[config.mk]
export PLATFORM = sky130hd
export DESIGN_NAME = tlb_op_unit
export DESIGN_NICKNAME = d
export VERILOG_FILES = /design/src/rtl/tlb_op_unit.sv
export SDC_FILE = /design/constraint.sdc
export NUM_CORES = 1
export LEC_CHECK = 0
export BUFFER_PORTS_ARGS = -buffer_cell sky130_fd_sc_hd__clkbuf_2
export CAP_MARGIN = 15
export CELL_PAD_IN_SITES_DETAIL_PLACEMENT = 1
export CELL_PAD_IN_SITES_GLOBAL_PLACEMENT = 1
export CORE_MARGIN = 8
export CORE_UTILIZATION = 36
export DETAILED_ROUTE_END_ITERATION = 12
export GPL_ROUTABILITY_DRIVEN = 0
export GPL_TIMING_DRIVEN = 0
export PLACE_DENSITY = 0.77
export SETUP_SLACK_MARGIN = 0.4
export SKIP_CTS_REPAIR_TIMING = 1
export SLEW_MARGIN = 20
export SYNTH_ARGS = -nofsm -noshare
export SYNTH_HDL_FRONTEND = slang
export SYNTH_SLANG_ARGS = --single-unit
[constraint.sdc]
create_clock -name clk -period 11.3 [get_ports clk]
set_input_delay 1.695 -clock clk [delete_from_list [all_inputs] [get_ports clk]]
set_output_delay 1.695 -clock clk [all_outputs]
set_load 0.01 [all_outputs]
[src/rtl/tlb_op_unit.sv]
// tlb_op_unit: initiator side of the TLB search/read/write ports.
// Executes TLBSRCH, TLBRD, TLBWR, TLBFILL and INVTLB from the MEM stage and
// returns the CSR update values. INVTLB walks every entry once
// (read, compare, write-back with E cleared).
//
// Ports:
//   clk, reset              clock; asynchronous active-high reset
//   cmd_valid/cmd_ready     op handshake (ready only while idle)
//   cmd_op, inv_*           op code and INVTLB operands
//   csr_index/ne/tlbr/entry CSR-side operands, latched on accept
//   tlb_s_*                 search port (vppn/asid out, index/ne in)
//   tlb_r_*                 read port (index out, combinational entry in)
//   tlb_w_*                 write port (strobe, index, entry)
//   done, res_*             one-cycle completion pulse and results
module tlb_op_unit #(
  parameter int unsigned TLBNUM = 16,
  parameter int unsigned PIW    = 26,
  parameter int unsigned IW     = $clog2(TLBNUM),
  parameter int unsigned EW     = 37 + 2 * PIW
) (
  input  logic          clk,
  input  logic          reset,
  input  logic          cmd_valid,
  output logic          cmd_ready,
  input  logic [2:0]    cmd_op,
  input  logic [4:0]    inv_op,
  input  logic [9:0]    inv_asid,
  input  logic [18:0]   inv_va,
  input  logic [IW-1:0] csr_index,
  input  logic          csr_ne,
  input  logic          csr_tlbr,
  input  logic [EW-1:0] csr_entry,
  output logic [18:0]   tlb_s_vppn,
  output logic [9:0]    tlb_s_asid,
  input  logic [IW-1:0] tlb_s_index,
  input  logic          tlb_s_ne,
  output logic [IW-1:0] tlb_r_index,
  input  logic [EW-1:0] tlb_r_entry,
  output logic          tlb_w_en,
  output logic [IW-1:0] tlb_w_index,
  output logic [EW-1:0] tlb_w_entry,
  output logic          done,
  output logic          res_ne,
  output logic [IW-1:0] res_index,
  output logic [EW-1:0] res_entry,
  output logic          res_ine
);

  // Entry layout {E,G,PS,ASID,VPPN,PI0,PI1}
  localparam int unsigned VPPN_LSB = 2 * PIW;
  localparam int unsigned ASID_LSB = 2 * PIW + 19;
  localparam int unsigned G_BIT    = 2 * PIW + 35;
  localparam int unsigned E_BIT    = 2 * PIW + 36;
  localparam int unsigned CW       = IW + 1;

  localparam logic [2:0] OP_SRCH = 3'd0;
  localparam logic [2:0] OP_RD   = 3'd1;
  localparam logic [2:0] OP_WR   = 3'd2;
  localparam logic [2:0] OP_FILL = 3'd3;
  localparam logic [2:0] OP_INV  = 3'd4;

  typedef enum logic [1:0] {ST_IDLE, ST_EXEC, ST_WALK, ST_DONE} state_t;

  state_t          r_state;
  state_t          w_state_nxt;

  logic [2:0]      r_op;
  logic [4:0]      r_inv_op;
  logic [9:0]      r_inv_asid;
  logic [18:0]     r_inv_va;
  logic            r_ine;
  logic [18:0]     r_s_vppn;
  logic [9:0]      r_s_asid;
  logic [CW-1:0]   r_cnt;
  logic [IW-1:0]   r_fill_ptr;
  logic [IW-1:0]   r_r_index;
  logic            r_w_en;
  logic [IW-1:0]   r_w_index;
  logic [EW-1:0]   r_w_entry;
  logic            r_cmd_ready;
  logic            r_done;
  logic            r_res_ne;
  logic [IW-1:0]   r_res_index;
  logic [EW-1:0]   r_res_entry;
  logic            r_res_ine;

  logic            w_accept;
  logic            w_cmd_ine;
  logic            w_is_walk;
  logic            w_finish;
  logic            w_rd_e;
  logic            w_rd_g;
  logic            w_asid_eq;
  logic            w_vppn_eq;
  logic            w_inv_hit;
  logic            w_unused;

  assign w_accept  = cmd_valid & r_cmd_ready;
  assign w_cmd_ine = (cmd_op > OP_INV) || ((cmd_op == OP_INV) && (inv_op > 5'd6));
  assign w_is_walk = (cmd_op == OP_INV) && (inv_op <= 5'd6);
  // Results are captured on the last working cycle before DONE
  assign w_finish  = (r_state == ST_EXEC) || ((r_state == ST_WALK) && r_cnt[IW]);

  // The E bit of csr_entry is not used; written E comes from csr_ne/csr_tlbr
  assign w_unused  = csr_entry[E_BIT];

  // Walk compare on the entry currently being read
  assign w_rd_e    = tlb_r_entry[E_BIT];
  assign w_rd_g    = tlb_r_entry[G_BIT];
  assign w_asid_eq = (tlb_r_entry[ASID_LSB +: 10] == r_inv_asid);
  assign w_vppn_eq = (tlb_r_entry[VPPN_LSB +: 19] == r_inv_va);

  always_comb begin
    w_inv_hit = 1'b0;
    case (r_inv_op)
      5'd0, 5'd1: w_inv_hit = 1'b1;
      5'd2:       w_inv_hit = w_rd_g;
      5'd3:       w_inv_hit = ~w_rd_g;
      5'd4:       w_inv_hit = ~w_rd_g & w_asid_eq;
      5'd5:       w_inv_hit = ~w_rd_g & w_asid_eq & w_vppn_eq;
      5'd6:       w_inv_hit = (w_rd_g | w_asid_eq) & w_vppn_eq;
      default:    w_inv_hit = 1'b0;
    endcase
  end

  // State register
  always_ff @(posedge clk or posedge reset) begin
    if (reset) r_state <= ST_IDLE;
    else       r_state <= w_state_nxt;
  end

  // Next-state logic; the walk spends one extra cycle draining its last write
  always_comb begin
    w_state_nxt = r_state;
    case (r_state)
      ST_IDLE: if (w_accept) w_state_nxt = w_is_walk ? ST_WALK : ST_EXEC;
      ST_EXEC: w_state_nxt = ST_DONE;
      ST_WALK: if (r_cnt[IW]) w_state_nxt = ST_DONE;
      ST_DONE: w_state_nxt = ST_IDLE;
      default: w_state_nxt = ST_IDLE;
    endcase
  end

  // Operand latches, TLB port registers and result registers
  always_ff @(posedge clk or posedge reset) begin
    if (reset) begin
      r_op        <= '0;
      r_inv_op    <= '0;
      r_inv_asid  <= '0;
      r_inv_va    <= '0;
      r_ine       <= 1'b0;
      r_s_vppn    <= '0;
      r_s_asid    <= '0;
      r_cnt       <= '0;
      r_fill_ptr  <= '0;
      r_r_index   <= '0;
      r_w_en      <= 1'b0;
      r_w_index   <= '0;
      r_w_entry   <= '0;
      r_cmd_ready <= 1'b1;
      r_done      <= 1'b0;
      r_res_ne    <= 1'b0;
      r_res_index <= '0;
      r_res_entry <= '0;
      r_res_ine   <= 1'b0;
    end else begin
      r_cmd_ready <= (w_state_nxt == ST_IDLE);
      r_done      <= (w_state_nxt == ST_DONE);
      r_w_en      <= 1'b0;

      if (w_accept) begin
        r_op       <= cmd_op;
        r_inv_op   <= inv_op;
        r_inv_asid <= inv_asid;
        r_inv_va   <= inv_va;
        r_ine      <= w_cmd_ine;
        r_s_vppn   <= csr_entry[VPPN_LSB +: 19];
        r_s_asid   <= csr_entry[ASID_LSB +: 10];
        r_cnt      <= '0;
        r_r_index  <= w_is_walk ? '0 : csr_index;
        // WR/FILL strobe is registered here so it lands in the EXEC cycle
        if ((cmd_op == OP_WR) || (cmd_op == OP_FILL)) begin
          r_w_en    <= 1'b1;
          r_w_index <= (cmd_op == OP_FILL) ? r_fill_ptr : csr_index;
          r_w_entry <= {csr_tlbr | ~csr_ne, csr_entry[EW-2:0]};
        end
        if (cmd_op == OP_FILL) r_fill_ptr <= r_fill_ptr + IW'(1);
      end

      // Walk: read entry idx, write it back one cycle later if it matches
      if ((r_state == ST_WALK) && !r_cnt[IW]) begin
        r_cnt     <= r_cnt + CW'(1);
        r_r_index <= r_r_index + IW'(1);
        if (w_inv_hit && w_rd_e) begin
          r_w_en    <= 1'b1;
          r_w_index <= r_r_index;
          r_w_entry <= {1'b0, tlb_r_entry[EW-2:0]};
        end
      end

      if (w_finish) begin
        r_res_ine   <= r_ine;
        r_res_ne    <= (r_op == OP_SRCH) ? tlb_s_ne :
                       (r_op == OP_RD)   ? ~tlb_r_entry[E_BIT] : 1'b0;
        r_res_index <= (r_op == OP_SRCH) ? tlb_s_index : '0;
        r_res_entry <= (r_op == OP_RD)   ? tlb_r_entry : '0;
      end
    end
  end

  assign cmd_ready   = r_cmd_ready;
  assign tlb_s_vppn  = r_s_vppn;
  assign tlb_s_asid  = r_s_asid;
  assign tlb_r_index = r_r_index;
  assign tlb_w_en    = r_w_en;
  assign tlb_w_index = r_w_index;
  assign tlb_w_entry = r_w_entry;
  assign done        = r_done;
  assign res_ne      = r_res_ne;
  assign res_index   = r_res_index;
  assign res_entry   = r_res_entry;
  assign res_ine     = r_res_ine;

endmodule

After elaboration in Yosys (flattened, before gate mapping)
Cells that the tools add are included.
{"block": "word_totals", "elab_cells": 94, "register_bits": 273, "out_inout_bits": 224}
{"block": "op_classes", "n_mux": 27, "magnitude_cmp": 3, "n_reduce_logical": 16, "n_eq_ne": 16, "n_bitwise": 9, "n_addsub": 3}
{"cell": "$mux 89", "n": 5}
{"cell": "$mux 4", "n": 9}
{"cell": "$eq 19x19->1", "n": 1}
{"cell": "$eq 5x3->1 const B", "n": 3}
{"cell": "$eq 10x10->1", "n": 1}
{"cell": "$eq 5x2->1 const B", "n": 2}
{"cell": "$mux 5", "n": 2}
{"cell": "$add 4x1->4 const B", "n": 2}
{"cell": "$pmux 2 s4", "n": 1}
{"cell": "$eq 2x2->1 const B", "n": 3}
{"cell": "$eq 3x2->1 const B", "n": 2}
{"cell": "$mux 1", "n": 6}
{"cell": "$mux 2", "n": 3}
{"cell": "$pmux 1 s6", "n": 1}
{"cell": "$add 5x1->5 const B", "n": 1}
{"cell": "$eq 5x1->1 const B", "n": 1}
{"cell": "$gt 5x3->1 const B", "n": 1}
{"cell": "$le 5x3->1 const B", "n": 1}
{"cell": "$logic_and 1x1->1", "n": 5}
{"cell": "$logic_not 5->1", "n": 1}
{"cell": "$and 1x1->1", "n": 4}
{"cell": "$logic_not 2->1", "n": 2}
{"cell": "$eq 3x1->1 const B", "n": 1}
{"cell": "$eq 3x3->1 const B", "n": 1}
{"cell": "10 further kinds", "n": 15}

Logic depth before layout (Yosys ltp)
{"block": "logic_depth", "ltp_word": 7, "mapped_depth": 9, "ltp_nobuf": 6}

Worst setup path before layout
OpenSTA, ideal clock, no wires.
{"block": "synth_timing", "path_type": "in2reg", "from": "input tlb_r_entry[61]", "to": "register r_w_entry[33] (netlist: tlb_w_entry[33])", "slack_ps": 7710, "cell_stages": 8, "arrival_time_ps": 3465, "cell_sequence": "xor2_1 -> or4_1 -> nor4_2 -> a21oi_1 -> o21a_1 -> buf_6 -> buf_6 -> mux2_4"}
{"block": "synth_via", "elab_chain_len": 6, "word_cells_on_any_way": 7, "cone_classes": "eq/ne (1); mux (3); bitwise (2); reduce/logical (1)"}
{"item": "start, declared", "line": "38", "source": "input logic [EW-1:0] tlb_r_entry,"}
{"item": "$eq 19x19->1 (*)", "line": "111", "source": "assign w_vppn_eq = (tlb_r_entry[VPPN_LSB +: 19] == r_inv_va);"}
{"item": "$and 1x1->1, on equally long branches", "line": "121, 120"}
{"item": "$pmux 1 s6 (*)", "line": "115", "source": "case (r_inv_op)"}
{"item": "$logic_and 1x1->1 (*)", "line": "194", "source": "if (w_inv_hit && w_rd_e) begin"}
{"item": "$mux 89 (*)", "line": "194"}
{"item": "$mux 89 (*)", "line": "191", "source": "if ((r_state == ST_WALK) && !r_cnt[IW]) begin"}
{"item": "end signal, assigned", "line": "185", "source": "r_w_entry <= {csr_tlbr | ~csr_ne, csr_entry[EW-2:0]};"}
{"item": "end signal, assigned", "line": "197", "source": "r_w_entry <= {1'b0, tlb_r_entry[EW-2:0]};"}
{"item": "end, declared", "line": "79", "source": "logic [EW-1:0] r_w_entry;"}
Mark *: on every way between the ends. The rest lies on a longest branch, timed or not.
A chain may end at the register's enable or synchronous reset.

Final worst setup path
{"block": "layout_timing", "from": "input cmd_valid", "to": "register r_w_index[3] (netlist: tlb_w_index[3])"}
{"block": "layout_via", "elab_chain_len": 4}
{"item": "start, declared", "line": "23", "source": "input logic cmd_valid,"}
{"item": "$and 1x1->1 (*)", "line": "98", "source": "assign w_accept = cmd_valid & r_cmd_ready;"}
{"item": "$mux 4 (*)", "line": "171", "source": "if (w_accept) begin"}
{"item": "$mux 4", "line": "194"}
{"item": "$mux 4 (*)", "line": "191"}
{"item": "end signal, assigned", "line": "184", "source": "r_w_index <= (cmd_op == OP_FILL) ? r_fill_ptr : csr_index;"}
{"item": "end signal, assigned", "line": "196", "source": "r_w_index <= r_r_index;"}
{"item": "end, declared", "line": "78", "source": "logic [IW-1:0] r_w_index;"}
Marked as above.

==> results.txt <==
Final Worst Setup Slack: 7191 ps
Total Power: 4.602 mW
Tot GR Track Use: 0.2328
# rows: 67
DRT iter0 DRCs: 489
skew final: 15.87 ps
Buffers on Ports: 450
Skew-Pair Late Insertion Delay: 500 ps
number of instances in the placed design: 2233
Design Area, Final: 0.01634 mm²
top-count cell post-synth: nand2_1
CTS tree: built
Die Y: 200.9 µm
RSZ-0062 raised after global routing: no
final setup violation count: 0
layout cells sized above 1: 0.3317
Synth Net Count: 1564
FFs w/ async S/R, synth: 1.000
Final min period: 4109 ps
Most used DFF post-synth: dfrtp_1
Layout area overhead: 32.75%
EDFF count, synth: 0
r2r worst-path depth: 9
Synth top area share: 0.5530
Pwr per Cell Area: 281.7 mW/mm²
HPWL after DPL: 36700 µm
Routed WL: 47970 µm
Die X: 200.9 µm
status: finished clean
HP Class: reg2reg
number of distinct library cells after synthesis: 41
DRC: 0
# IOs: 453
tightest slew margin relative to the limit: 0.3317
switching share of power: 0.3803
Post-Syn Area: 0.01231 mm²
Data required, critical path: 11680 ps
Non-Filler Instances: 2296
post-layout util: 0.4861
pin count of the biggest net entering global routing: 99
Max IR drop VDD: 124.2 µV
clock group share of total power: 0.242
P_sw: 1.750 mW
first-pass GRT wire length: 74400 µm
clock buffer depth: 3
drt via density: 4.864
Synth Register Bits: 273
Gate power share: 0.388
fin crit share: 0.3636
Placement Setup Slack: 6521 ps
H-Tree Depth: 2
Commonest cells post-synth: nand2_1 (668), dfrtp_1 (272), o21ai_0 (106), clkbuf_1 (62), mux2_4 (58)
sequential share of power: 0.371
Num CTS Buffers: 34
WHS Path Cells: 2
max cap viols: 0
Antenna Nets Post-Route: 0
clock root buffer master: clkbuf_16
setup_tns: 0 ps
internal power: 2.852 mW
# fillers: 4094
largest cells by area after synthesis: dfrtp_1 (55%), nand2_1 (20%), mux2_4 (7.1%), o21ai_0 (4.3%), mux2_2 (3.3%)
syn_area_per_cell: 9.240 µm²
crit path launch type: input pin
routed len/inst: 20.89 µm
Hold WS: 471.4 ps
leakage: 8.857 nW
area of the core: 0.03362 mm²
cell taking the most area after synthesis: dfrtp_1
initial antenna violation count: 3
CTS clk-pin slew, worst paths: 60 ps
worst slew pin tran: 1002 ps
vias in the first global route: 12254
post-synthesis sequential area ratio: 0.5551
Initial Utilization: 0.3661
critical path type: in2reg
signal arrival time at the worst endpoint: 4490 ps
fin. max-slew vios: 0
routed via count: 11167
fin nets: 2053
drt first pass iters: 4
Gate Count Post-Synth: 1332
final hold vios: 0
Clock Sinks: 273
Worst setup EP type: flop
total grt overflow: 0
dpl cell area: 0.01520 mm²
Synth warnings: 0
f_max: 0.2434 GHz
critical-path maximum fanout: 10
die area: 0.04036 mm²
==> worst paths after layout <==
kind                       slack (ps)               to            from
setup / recovery                 7190   tlb_w_index[3]       cmd_valid
hold / removal                    470   tlb_s_vppn[12]  tlb_s_vppn[12]
setup reg to reg                 8040  tlb_w_entry[77]      r_state[0]
hold reg to reg                   470   tlb_s_vppn[12]  tlb_s_vppn[12]
max in group asynchronous        9100  tlb_w_entry[10]           reset
min in group asynchronous        1240    tlb_s_vppn[2]           reset
==> state kept, by name, indices dropped and copies added (netlist names) <==
signal and flops:
res_entry 89, tlb_w_entry 89, r_inv_va 19, tlb_s_vppn 19
r_inv_asid 10, tlb_s_asid 10, r_cnt 5, r_inv_op 5
r_fill_ptr 4, res_index 4, tlb_r_index 4, tlb_w_index 4
r_op 3, r_state 2, cmd_ready 1, done 1
r_ine 1, res_ine 1, res_ne 1, tlb_w_en 1
==> power groups by stage <==
stage | Combinational [mW] | Sequential (mW) | Clock (mW)
finish | 1.78 | 1.71 | 1.11
CTS | 1.82 | 1.71 | 1.14
detailed placement | 1.81 | 1.71 | 0
global placement | 1.74 | 1.69 | 0
floorplan | 0.842 | 1.85 | 0
global route | 1.98 | 1.76 | 1.18
==> layout make-up <==
class                   count  area [µm²]  share of cell area
clock buffers              52        1010             0.06180
inverters                   4       22.52            0.001378
flip-flops and latches    273        6833              0.4182
well taps                 448       560.5             0.03431
diodes                      3       7.507           0.0004595
plain buffers              81       360.3             0.02205
repair buffers            453        2318              0.1419
clock inverters             8       123.9            0.007581
multi-input cells         974        5104              0.3124
==> critical path, cell delays in order <==
cell      delay (ps)
clkbuf_2          90
and2_1           140
clkbuf_1         300
nand3b_1         190
clkbuf_1         660
clkbuf_1         500
clkbuf_1         450
o21ai_0          170
mux2_2           290
==> cell families after synthesis <==
group	count (synthesis)	share of synthesized area
AND/OR/NAND/NOR	714	0.2263
flip-flops	273	0.5551
buffers and inverters	85	0.03050
AO/OA/AOI/OAI	124	0.05317
adder cells (fa/ha/maj)	3	0.003050
multiplexers	98	0.1069
XOR/XNOR	35	0.02491
==> routing by layer <==
layer,wire length [µm],part of all wire,vias up,track usage
li1,-,-,5244,-
met2,23600,0.49,330,0.3944
met5,0,0,-,0
met1,20420,0.43,5515,0.2898
met4,1488,0.031,0,0.07963
met3,2467,0.051,78,0.05099
==> placed cells by master (no fill, tap or decap), types with 7 or more instances in the layout <==
cell type / netlist / layout
buf_1: 9 / 9
buf_6: 7 / 8
clkbuf_1: 62 / 72
clkbuf_16: 0 / 35
clkbuf_2: 0 / 450
clkbuf_8: 0 / 7
dfrtp_1: 272 / 272
mux2_2: 36 / 36
mux2_4: 58 / 58
nand2_1: 668 / 668
nand3_1: 9 / 9
nor2_1: 7 / 7
o21ai_0: 106 / 106
xnor2_1: 18 / 18
xor2_1: 17 / 17
Power figures use the tool's default switching activity.
